--- config.mk ---
export PLATFORM = sky130hd
export DESIGN_NAME = mem_arbiter_rr_flat
export DESIGN_NICKNAME = d
export VERILOG_FILES = /design/src/rtl/mem_arbiter_rr_if.sv /design/src/rtl/mem_arbiter_rr.sv /design/src/flat_wrapper.sv
export SDC_FILE = /design/constraint.sdc
export NUM_CORES = 1
export LEC_CHECK = 0
export CORE_AREA = 2 2 160 162
export DETAILED_ROUTE_END_ITERATION = 12
export DIE_AREA = 0 0 162 164
export PLACE_DENSITY = 0.48
export SYNTH_ARGS = -nofsm -noshare
export SYNTH_HDL_FRONTEND = slang
export SYNTH_SLANG_ARGS = --single-unit
--- constraint.sdc ---
create_clock -name clk -period 5.5 [get_ports clk]
set_input_delay 1.1 -clock clk [delete_from_list [all_inputs] [get_ports clk]]
set_output_delay 1.1 -clock clk [all_outputs]
set_load 0.02 [all_outputs]
--- src/rtl/mem_arbiter_rr_if.sv ---
// Request/response and byte-serial memory bus bundle for mem_arbiter_rr.
// Port p of every packed request/response field occupies slice p.
interface mem_arbiter_rr_if #(
  parameter int unsigned NUM_PORTS  = 2,
  parameter int unsigned ADDR_WIDTH = 32,
  parameter int unsigned DATA_WIDTH = 32,
  parameter int unsigned SIZE_W     = (DATA_WIDTH > 8) ? $clog2(DATA_WIDTH / 8) : 1
);
  logic [7:0]                      mem_din;
  logic [7:0]                      mem_dout;
  logic [ADDR_WIDTH-1:0]           mem_addr;
  logic                            mem_wr;
  logic                            io_buffer_full;
  logic [NUM_PORTS-1:0]            req_en;
  logic [NUM_PORTS-1:0]            req_wr;
  logic [NUM_PORTS*ADDR_WIDTH-1:0] req_addr;
  logic [NUM_PORTS*SIZE_W-1:0]     req_size;
  logic [NUM_PORTS*DATA_WIDTH-1:0] req_wdata;
  logic [NUM_PORTS-1:0]            resp_done;
  logic [DATA_WIDTH-1:0]           resp_rdata;

  // Arbiter side
  modport slave (
    input  mem_din, io_buffer_full, req_en, req_wr, req_addr, req_size, req_wdata,
    output mem_dout, mem_addr, mem_wr, resp_done, resp_rdata
  );

  // Requester / memory side
  modport master (
    output mem_din, io_buffer_full, req_en, req_wr, req_addr, req_size, req_wdata,
    input  mem_dout, mem_addr, mem_wr, resp_done, resp_rdata
  );
endinterface

--- src/rtl/mem_arbiter_rr.sv ---
// Round-robin N-port byte-serial memory controller: serialises 1..DATA_WIDTH/8
// byte reads/writes onto the 8-bit RAM/UART bus and returns assembled load data.
module mem_arbiter_rr #(
  parameter int unsigned          NUM_PORTS  = 2,
  parameter int unsigned          ADDR_WIDTH = 32,
  parameter int unsigned          DATA_WIDTH = 32,
  parameter int unsigned          SIZE_W     = (DATA_WIDTH > 8) ? $clog2(DATA_WIDTH / 8) : 1,
  parameter logic [NUM_PORTS-1:0] FLUSH_MASK = NUM_PORTS'('b10),
  parameter logic [1:0]           IO_PREFIX  = 2'b11
) (
  input logic             clk,
  input logic             rst,
  input logic             rdy,
  input logic             clr,
  mem_arbiter_rr_if.slave bus
);
  localparam int unsigned PORT_W = (NUM_PORTS > 1) ? $clog2(NUM_PORTS) : 1;
  localparam int unsigned CNT_W  = SIZE_W + 1;

  typedef enum logic [1:0] {IDLE, XFER, CAPT, GAP} state_t;

  state_t                state_q, state_n;
  logic [PORT_W-1:0]     rr_ptr_q, rr_ptr_n;
  logic [PORT_W-1:0]     port_q, port_n;
  logic [CNT_W-1:0]      cnt_q, cnt_n;
  logic [DATA_WIDTH-1:0] rbuf_q, rbuf_n;
  logic [DATA_WIDTH-1:0] rdata_q, rdata_n;
  logic [NUM_PORTS-1:0]  done_q, done_n;

  logic [ADDR_WIDTH-1:0] p_addr  [NUM_PORTS];
  logic [SIZE_W-1:0]     p_size  [NUM_PORTS];
  logic [DATA_WIDTH-1:0] p_wdata [NUM_PORTS];
  logic [NUM_PORTS-1:0]  elig;

  logic                  gnt_vld;
  logic [PORT_W-1:0]     gnt;
  logic [PORT_W-1:0]     sel;
  logic [ADDR_WIDTH-1:0] cur_addr;
  logic [SIZE_W-1:0]     cur_size;
  logic [DATA_WIDTH-1:0] cur_wdata;
  logic                  cur_wr;
  logic                  last;
  logic                  flush;
  logic                  mem_wr_c;
  logic [7:0]            mem_dout_c;
  logic [ADDR_WIDTH-1:0] mem_addr_c;

  // Unpack request fields; IO-space stores stall while the UART buffer is full
  always_comb begin
    for (int p = 0; p < NUM_PORTS; p++) begin
      p_addr[p]  = bus.req_addr[p*ADDR_WIDTH +: ADDR_WIDTH];
      p_size[p]  = bus.req_size[p*SIZE_W +: SIZE_W];
      p_wdata[p] = bus.req_wdata[p*DATA_WIDTH +: DATA_WIDTH];
      elig[p]    = bus.req_en[p] && !clr &&
                   !(bus.req_wr[p] && bus.io_buffer_full &&
                     (p_addr[p][17:16] == IO_PREFIX));
    end
  end

  // First eligible port scanning upward from rr_ptr with wrap-around
  always_comb begin
    logic [PORT_W:0]   sum;
    logic [PORT_W-1:0] idx;
    sum     = '0;
    idx     = '0;
    gnt_vld = 1'b0;
    gnt     = '0;
    for (int i = 0; i < NUM_PORTS; i++) begin
      sum = {1'b0, rr_ptr_q} + (PORT_W+1)'(i);
      if (sum >= (PORT_W+1)'(NUM_PORTS)) sum = sum - (PORT_W+1)'(NUM_PORTS);
      idx = PORT_W'(sum);
      if (!gnt_vld && elig[idx] && rdy && rst && state_q == IDLE) begin
        gnt_vld = 1'b1;
        gnt     = idx;
      end
    end
  end

  // Request fields are read live from the granted port
  assign sel       = (state_q == IDLE) ? gnt : port_q;
  assign cur_addr  = p_addr[sel];
  assign cur_size  = p_size[sel];
  assign cur_wdata = p_wdata[sel];
  assign cur_wr    = bus.req_wr[sel];
  assign last      = (cnt_q == CNT_W'(cur_size));
  assign flush     = clr && !cur_wr && FLUSH_MASK[port_q];

  always_comb begin
    mem_wr_c   = 1'b0;
    mem_addr_c = '0;
    mem_dout_c = '0;
    if (gnt_vld || state_q == XFER) begin
      mem_addr_c = cur_addr + ADDR_WIDTH'(cnt_q);
      mem_wr_c   = cur_wr;
      if (cur_wr) mem_dout_c = 8'(cur_wdata >> (8 * cnt_q));
    end
  end

  always_comb begin
    state_n  = state_q;
    rr_ptr_n = rr_ptr_q;
    port_n   = port_q;
    cnt_n    = cnt_q;
    rbuf_n   = rbuf_q;
    rdata_n  = rdata_q;
    done_n   = done_q;
    unique case (state_q)
      IDLE: if (gnt_vld) begin
        port_n   = gnt;
        rr_ptr_n = (gnt == PORT_W'(NUM_PORTS - 1)) ? '0 : gnt + PORT_W'(1);
        rbuf_n   = '0;
        cnt_n    = CNT_W'(1);
        if (!last)       state_n = XFER;
        else if (cur_wr) begin
          state_n = GAP;
          done_n  = NUM_PORTS'(1) << gnt;
        end else         state_n = CAPT;
      end
      XFER: if (flush) begin
        state_n = IDLE;
        cnt_n   = '0;
        rbuf_n  = '0;
      end else begin
        // Read data lags the address by one cycle
        if (!cur_wr) rbuf_n[8*(cnt_q - CNT_W'(1)) +: 8] = bus.mem_din;
        cnt_n = cnt_q + CNT_W'(1);
        if (last) begin
          if (cur_wr) begin
            state_n = GAP;
            done_n  = NUM_PORTS'(1) << port_q;
          end else state_n = CAPT;
        end
      end
      CAPT: if (flush) begin
        state_n = IDLE;
        cnt_n   = '0;
        rbuf_n  = '0;
      end else begin
        rbuf_n[8*(cnt_q - CNT_W'(1)) +: 8] = bus.mem_din;
        rdata_n = rbuf_n;
        done_n  = NUM_PORTS'(1) << port_q;
        cnt_n   = '0;
        state_n = GAP;
      end
      GAP: begin
        state_n = IDLE;
        done_n  = '0;
        rdata_n = '0;
        cnt_n   = '0;
      end
      default: state_n = IDLE;
    endcase
  end

  // rdy low freezes every register
  always_ff @(posedge clk or negedge rst) begin
    if (!rst) begin
      state_q  <= IDLE;
      rr_ptr_q <= '0;
      port_q   <= '0;
      cnt_q    <= '0;
      rbuf_q   <= '0;
      rdata_q  <= '0;
      done_q   <= '0;
    end else if (rdy) begin
      state_q  <= state_n;
      rr_ptr_q <= rr_ptr_n;
      port_q   <= port_n;
      cnt_q    <= cnt_n;
      rbuf_q   <= rbuf_n;
      rdata_q  <= rdata_n;
      done_q   <= done_n;
    end
  end

  assign bus.mem_wr     = mem_wr_c && rdy;
  assign bus.mem_addr   = mem_addr_c;
  assign bus.mem_dout   = mem_dout_c;
  assign bus.resp_done  = rdy ? done_q : '0;
  assign bus.resp_rdata = rdy ? rdata_q : '0;
endmodule

--- src/flat_wrapper.sv ---
// flat-port wrapper written by rule: the top's interface ports become plain ports
module mem_arbiter_rr_flat 
#(
  parameter int unsigned          NUM_PORTS  = 2,
  parameter int unsigned          ADDR_WIDTH = 32,
  parameter int unsigned          DATA_WIDTH = 32,
  parameter int unsigned          SIZE_W     = (DATA_WIDTH > 8) ? $clog2(DATA_WIDTH / 8) : 1,
  parameter logic [NUM_PORTS-1:0] FLUSH_MASK = NUM_PORTS'('b10),
  parameter logic [1:0]           IO_PREFIX  = 2'b11
)
  (clk, rst, rdy, clr, bus_mem_din, bus_io_buffer_full, bus_req_en, bus_req_wr, bus_req_addr, bus_req_size, bus_req_wdata, bus_mem_dout, bus_mem_addr, bus_mem_wr, bus_resp_done, bus_resp_rdata);
  mem_arbiter_rr_if #(.NUM_PORTS(NUM_PORTS), .ADDR_WIDTH(ADDR_WIDTH), .DATA_WIDTH(DATA_WIDTH), .SIZE_W(SIZE_W)) bus_i ();
  input logic clk;
  input logic rst;
  input logic rdy;
  input logic clr;
  input wire logic [$bits(bus_i.mem_din)-1:0] bus_mem_din;
  input wire logic [$bits(bus_i.io_buffer_full)-1:0] bus_io_buffer_full;
  input wire logic [$bits(bus_i.req_en)-1:0] bus_req_en;
  input wire logic [$bits(bus_i.req_wr)-1:0] bus_req_wr;
  input wire logic [$bits(bus_i.req_addr)-1:0] bus_req_addr;
  input wire logic [$bits(bus_i.req_size)-1:0] bus_req_size;
  input wire logic [$bits(bus_i.req_wdata)-1:0] bus_req_wdata;
  output wire logic [$bits(bus_i.mem_dout)-1:0] bus_mem_dout;
  output wire logic [$bits(bus_i.mem_addr)-1:0] bus_mem_addr;
  output wire logic [$bits(bus_i.mem_wr)-1:0] bus_mem_wr;
  output wire logic [$bits(bus_i.resp_done)-1:0] bus_resp_done;
  output wire logic [$bits(bus_i.resp_rdata)-1:0] bus_resp_rdata;
  assign bus_i.mem_din = bus_mem_din;
  assign bus_i.io_buffer_full = bus_io_buffer_full;
  assign bus_i.req_en = bus_req_en;
  assign bus_i.req_wr = bus_req_wr;
  assign bus_i.req_addr = bus_req_addr;
  assign bus_i.req_size = bus_req_size;
  assign bus_i.req_wdata = bus_req_wdata;
  assign bus_mem_dout = bus_i.mem_dout;
  assign bus_mem_addr = bus_i.mem_addr;
  assign bus_mem_wr = bus_i.mem_wr;
  assign bus_resp_done = bus_i.resp_done;
  assign bus_resp_rdata = bus_i.resp_rdata;
  mem_arbiter_rr #(.NUM_PORTS(NUM_PORTS), .ADDR_WIDTH(ADDR_WIDTH), .DATA_WIDTH(DATA_WIDTH), .SIZE_W(SIZE_W), .FLUSH_MASK(FLUSH_MASK), .IO_PREFIX(IO_PREFIX)) u_core (.clk(clk), .rst(rst), .rdy(rdy), .clr(clr), .bus(bus_i));
endmodule
==> impl_metrics.env <==
export IMPL_synthFlopType="dfrtp_1"
export IMPL_crit_arrival_ps=4260
export IMPL_p_leak_nw=3.901
export IMPL_start_util=0.2458
export IMPL_syn_to_final_growth_pct=52.27
export IMPL_drc_errors=0
export IMPL_grt_pass1_wl_um=35470
export IMPL_hold_viol_final=0
export IMPL_die_area_mm2=0.02657
export IMPL_clock_root_buffer="clkbuf_16"
export IMPL_synth_area_leaders="dfrtp_1 30%, mux2i_1 11%, mux4_2 5.9%, nand2_1 5.0%, a22o_1 4.6%"
export IMPL_synth_cell_type_count=59
export IMPL_die_h_um=164
export IMPL_cts_tree="done"
export IMPL_worst_pin_slew_ps=980.8
export IMPL_setup_viol=0
export IMPL_rsz0062_at_grt="yes"
export IMPL_syn_avg_cell_area_um2=8.866
export IMPL_via_per_inst=4.915
export IMPL_design_core_area_mm2=0.02482
export IMPL_critPathRequiredTime_ps=4400
export IMPL_grtUsageTotal=0.1660
export IMPL_port_buffers=223
export IMPL_critPathMaxStageDelay_ps=440
export IMPL_drt_iter0_markers=397
export IMPL_path_class="in2out"
export IMPL_critPathMostFrequentCell="nand2_1"
export IMPL_seq_area_frac_synth=0.2995
export IMPL_wl_met1_um=10820
export IMPL_drt_pass1_iterations=5
export IMPL_slew_violations=0
export IMPL_wl_um=22410
export IMPL_layout_setup_ws_ps=137.7
export IMPL_cp_start_kind="input pin"
export IMPL_dr_wl_met3_um=1281
export IMPL_synthCells=688
export IMPL_die_w_um=162
export IMPL_setup_worst_path_end_class="primary output"
export IMPL_top_layer="met5"
export IMPL_grt_pass1_vias=6273
export IMPL_fin_crit_ps=5362
export IMPL_cts_made_buffers=9
export IMPL_clk_latency_ps=330
export IMPL_final_util=0.3742
export IMPL_netlist_area_leader_share=0.2995
export IMPL_max_freq_mhz=186.5
export IMPL_grt_max_degree=75
export IMPL_peakVddDrop_uv=174.4
export IMPL_seq_area_mm2=0.001827
export IMPL_r2r_cells=11
export IMPL_dp_hpwl_um=16950
export IMPL_cp_max_fo=23
export IMPL_syn_nets=855
export IMPL_hold_class="reg2reg"
export IMPL_dr_wl_met2_um=10120
export IMPL_multi_input_area_mm2=0.004150
export IMPL_path_cells="clkdlybuf4s50_1 -> nand4_1 -> buf_4 -> nand4_4 -> o21ai_4 -> buf_8 -> nand2_1 -> nand2_1 -> ha_1 -> a21o_4 -> buf_6 -> o211ai_1 -> nor2_1 -> a311oi_1 -> dlygate4sd2_1"
export IMPL_skew_ps=6.135
export IMPL_timing_final_crit_share=0.9750
export IMPL_holdPathStages=2
export IMPL_hold_buffers=0
export IMPL_antenna_found_initial=1
export IMPL_yosys_area_top_type="dfrtp_1"
export IMPL_yosys_warnings=0
export IMPL_maxCapViolCount=0
export IMPL_synthesis_area_mm2=0.006100
export IMPL_clk_pin_slew_ps=50
export IMPL_ios=224
export IMPL_slew_headroom=0.3461
export IMPL_slowest_stage="clkdlybuf4s50_1"
export IMPL_place_congestion=0.8134
export IMPL_vias=6173
export IMPL_yosys_register_bits=73
export IMPL_status="finished clean"
export IMPL_cts_buffer_depth=2
export IMPL_pre_cts_slack_ps=-489.2
export IMPL_placementRows=58
export IMPL_numClockSinks=73
export IMPL_fillCellCount=2562
export IMPL_powerDensity_mw_per_mm2=369.9
export IMPL_wl_per_cell_um=17.84
export IMPL_drtAntennaViolNets=0
export IMPL_antennaDiodeCount=0
export IMPL_fin_nets=1089
export IMPL_async_flop_share=1.000
export IMPL_synth_edff_count=0
export IMPL_grt_overflow=0
export IMPL_htree_num_levels=3
export IMPL_final_layout_size_suffix_gt1_frac=0.1436
==> cell usage after synthesis, types with 6 or more instances <==
| master | count |
|---|---|
| a22o_1 | 32 |
| o21ai_0 | 24 |
| buf_2 | 14 |
| nor2b_1 | 9 |
| mux2_2 | 9 |
| a31oi_1 | 7 |
| or3_1 | 7 |
| a21oi_1 | 9 |
| xor2_1 | 17 |
| mux2i_1 | 70 |
| nor2_1 | 50 |
| mux4_2 | 16 |
| inv_1 | 15 |
| nor4_1 | 7 |
| and3_1 | 9 |
| nand2_1 | 82 |
| and2_1 | 36 |
| a211oi_1 | 6 |
| clkbuf_1 | 34 |
| xnor2_1 | 8 |
| nand3_1 | 13 |
| o31ai_1 | 16 |
| nand4_1 | 16 |
| nor3_1 | 26 |
| ha_1 | 17 |
| dfrtp_1 | 73 |
==> what timing repair did <==
item / CTS / global route
pin swaps: 3 / 3
buffers inserted: 0 / 3
setup endpoints to repair: 27 / 26
resized for setup: 43 / 44
==> worst max-delay path: cells and delay by family <==
kind            cells  cell delay [ps]
compound gates      4              960
fa+ha+maj           1              260
simple gates        5              590
buf+inv             5             1350
==> cells in the final DEF (no fill, tap or decap), types with 16 or more instances in the layout <==
master and n:
xor2_1 16, o21ai_0 24, nor3_1 24, ha_1 17, mux4_2 16, a22o_1 32, nor2_1 49, nand4_1 16
dfrtp_1 73, mux2i_1 70, and2_1 35, clkdlybuf4s50_1 191, o31ai_1 16, buf_4 53, nand2_1 82
==> logic make-up after synthesis <==
logic type,after synthesis,share of synthesized area
and+or+nand+nor,279,0.2328
AOI/OAI and AO/OA,131,0.1590
muxes,95,0.1906
DFF,73,0.2995
buffers and inverters,67,0.04410
xor gates and xnor gates,25,0.03590
adders and majority gates,18,0.03815
==> per-layer routing <==
layer | GRT usage | up-vias
li1 | - | 2995
met2 | 0.2673 | 194
met5 | 0 | -
met1 | 0.2381 | 2964
met3 | 0.02677 | 18
met4 | 0.02655 | 2
==> where the power goes <==
| group | total, mW | internal [mW] | switching, mW |
|---|---|---|---|
| logic | 2.25 | 0.983 | 1.27 |
| registers | 0.647 | 0.591 | 0.0566 |
| clock network | 0.533 | 0.314 | 0.219 |
==> through the flow <==
stage	std cells	power [mW]	hold WS (ps)	setup TNS, ps	area [um^2]
3_3_place_gp	1238	2.943	456.8	-7252	8954
4_1_cts	1253	3.443	473.1	-4.205	9228
3_5_place_dp	1238	2.945	460.1	-7873	8954
6_report	1256	3.435	470.1	0	9288
2_1_floorplan	688	2.097	440.9	0	6142
5_1_grt	1256	3.691	498.3	-139.4	9288
==> final timing paths <==
kind	end	slack [ps]	start
worst max-delay path	bus_mem_addr[12]	140	bus_req_addr[48]
worst min-delay path	u_core.rdata_q[27]	470	u_core.rdata_q[27]
worst max register to register	u_core.rbuf_q[19]	1180	u_core.cnt_q[1]
worst min register to register	u_core.rdata_q[27]	470	u_core.rdata_q[27]
max in group asynchronous	u_core.state_q[1]	3730	rst
min in group asynchronous	u_core.cnt_q[2]	1120	rst
==> area by class of cell <==
class | count | area share
multi-input cells | 548 | 0.4469
clock inverters | 3 | 0.001886
clock buffers | 12 | 0.02654
inverters | 15 | 0.006062
repair buffers | 275 | 0.2775
flip-flops and latches | 73 | 0.1967
well taps | 330 | 0.04446
==> sequential cells by signal, indices dropped and copies added, names as in the netlist <==
| register | flops |
|---|---|
| u_core.cnt_q | 3 |
| u_core.done_q | 2 |
| u_core.port_q | 1 |
| u_core.rbuf_q | 32 |
| u_core.rdata_q | 32 |
| u_core.rr_ptr_q | 1 |
| u_core.state_q | 2 |
Note: power is estimated with default switching activity, not from simulation.
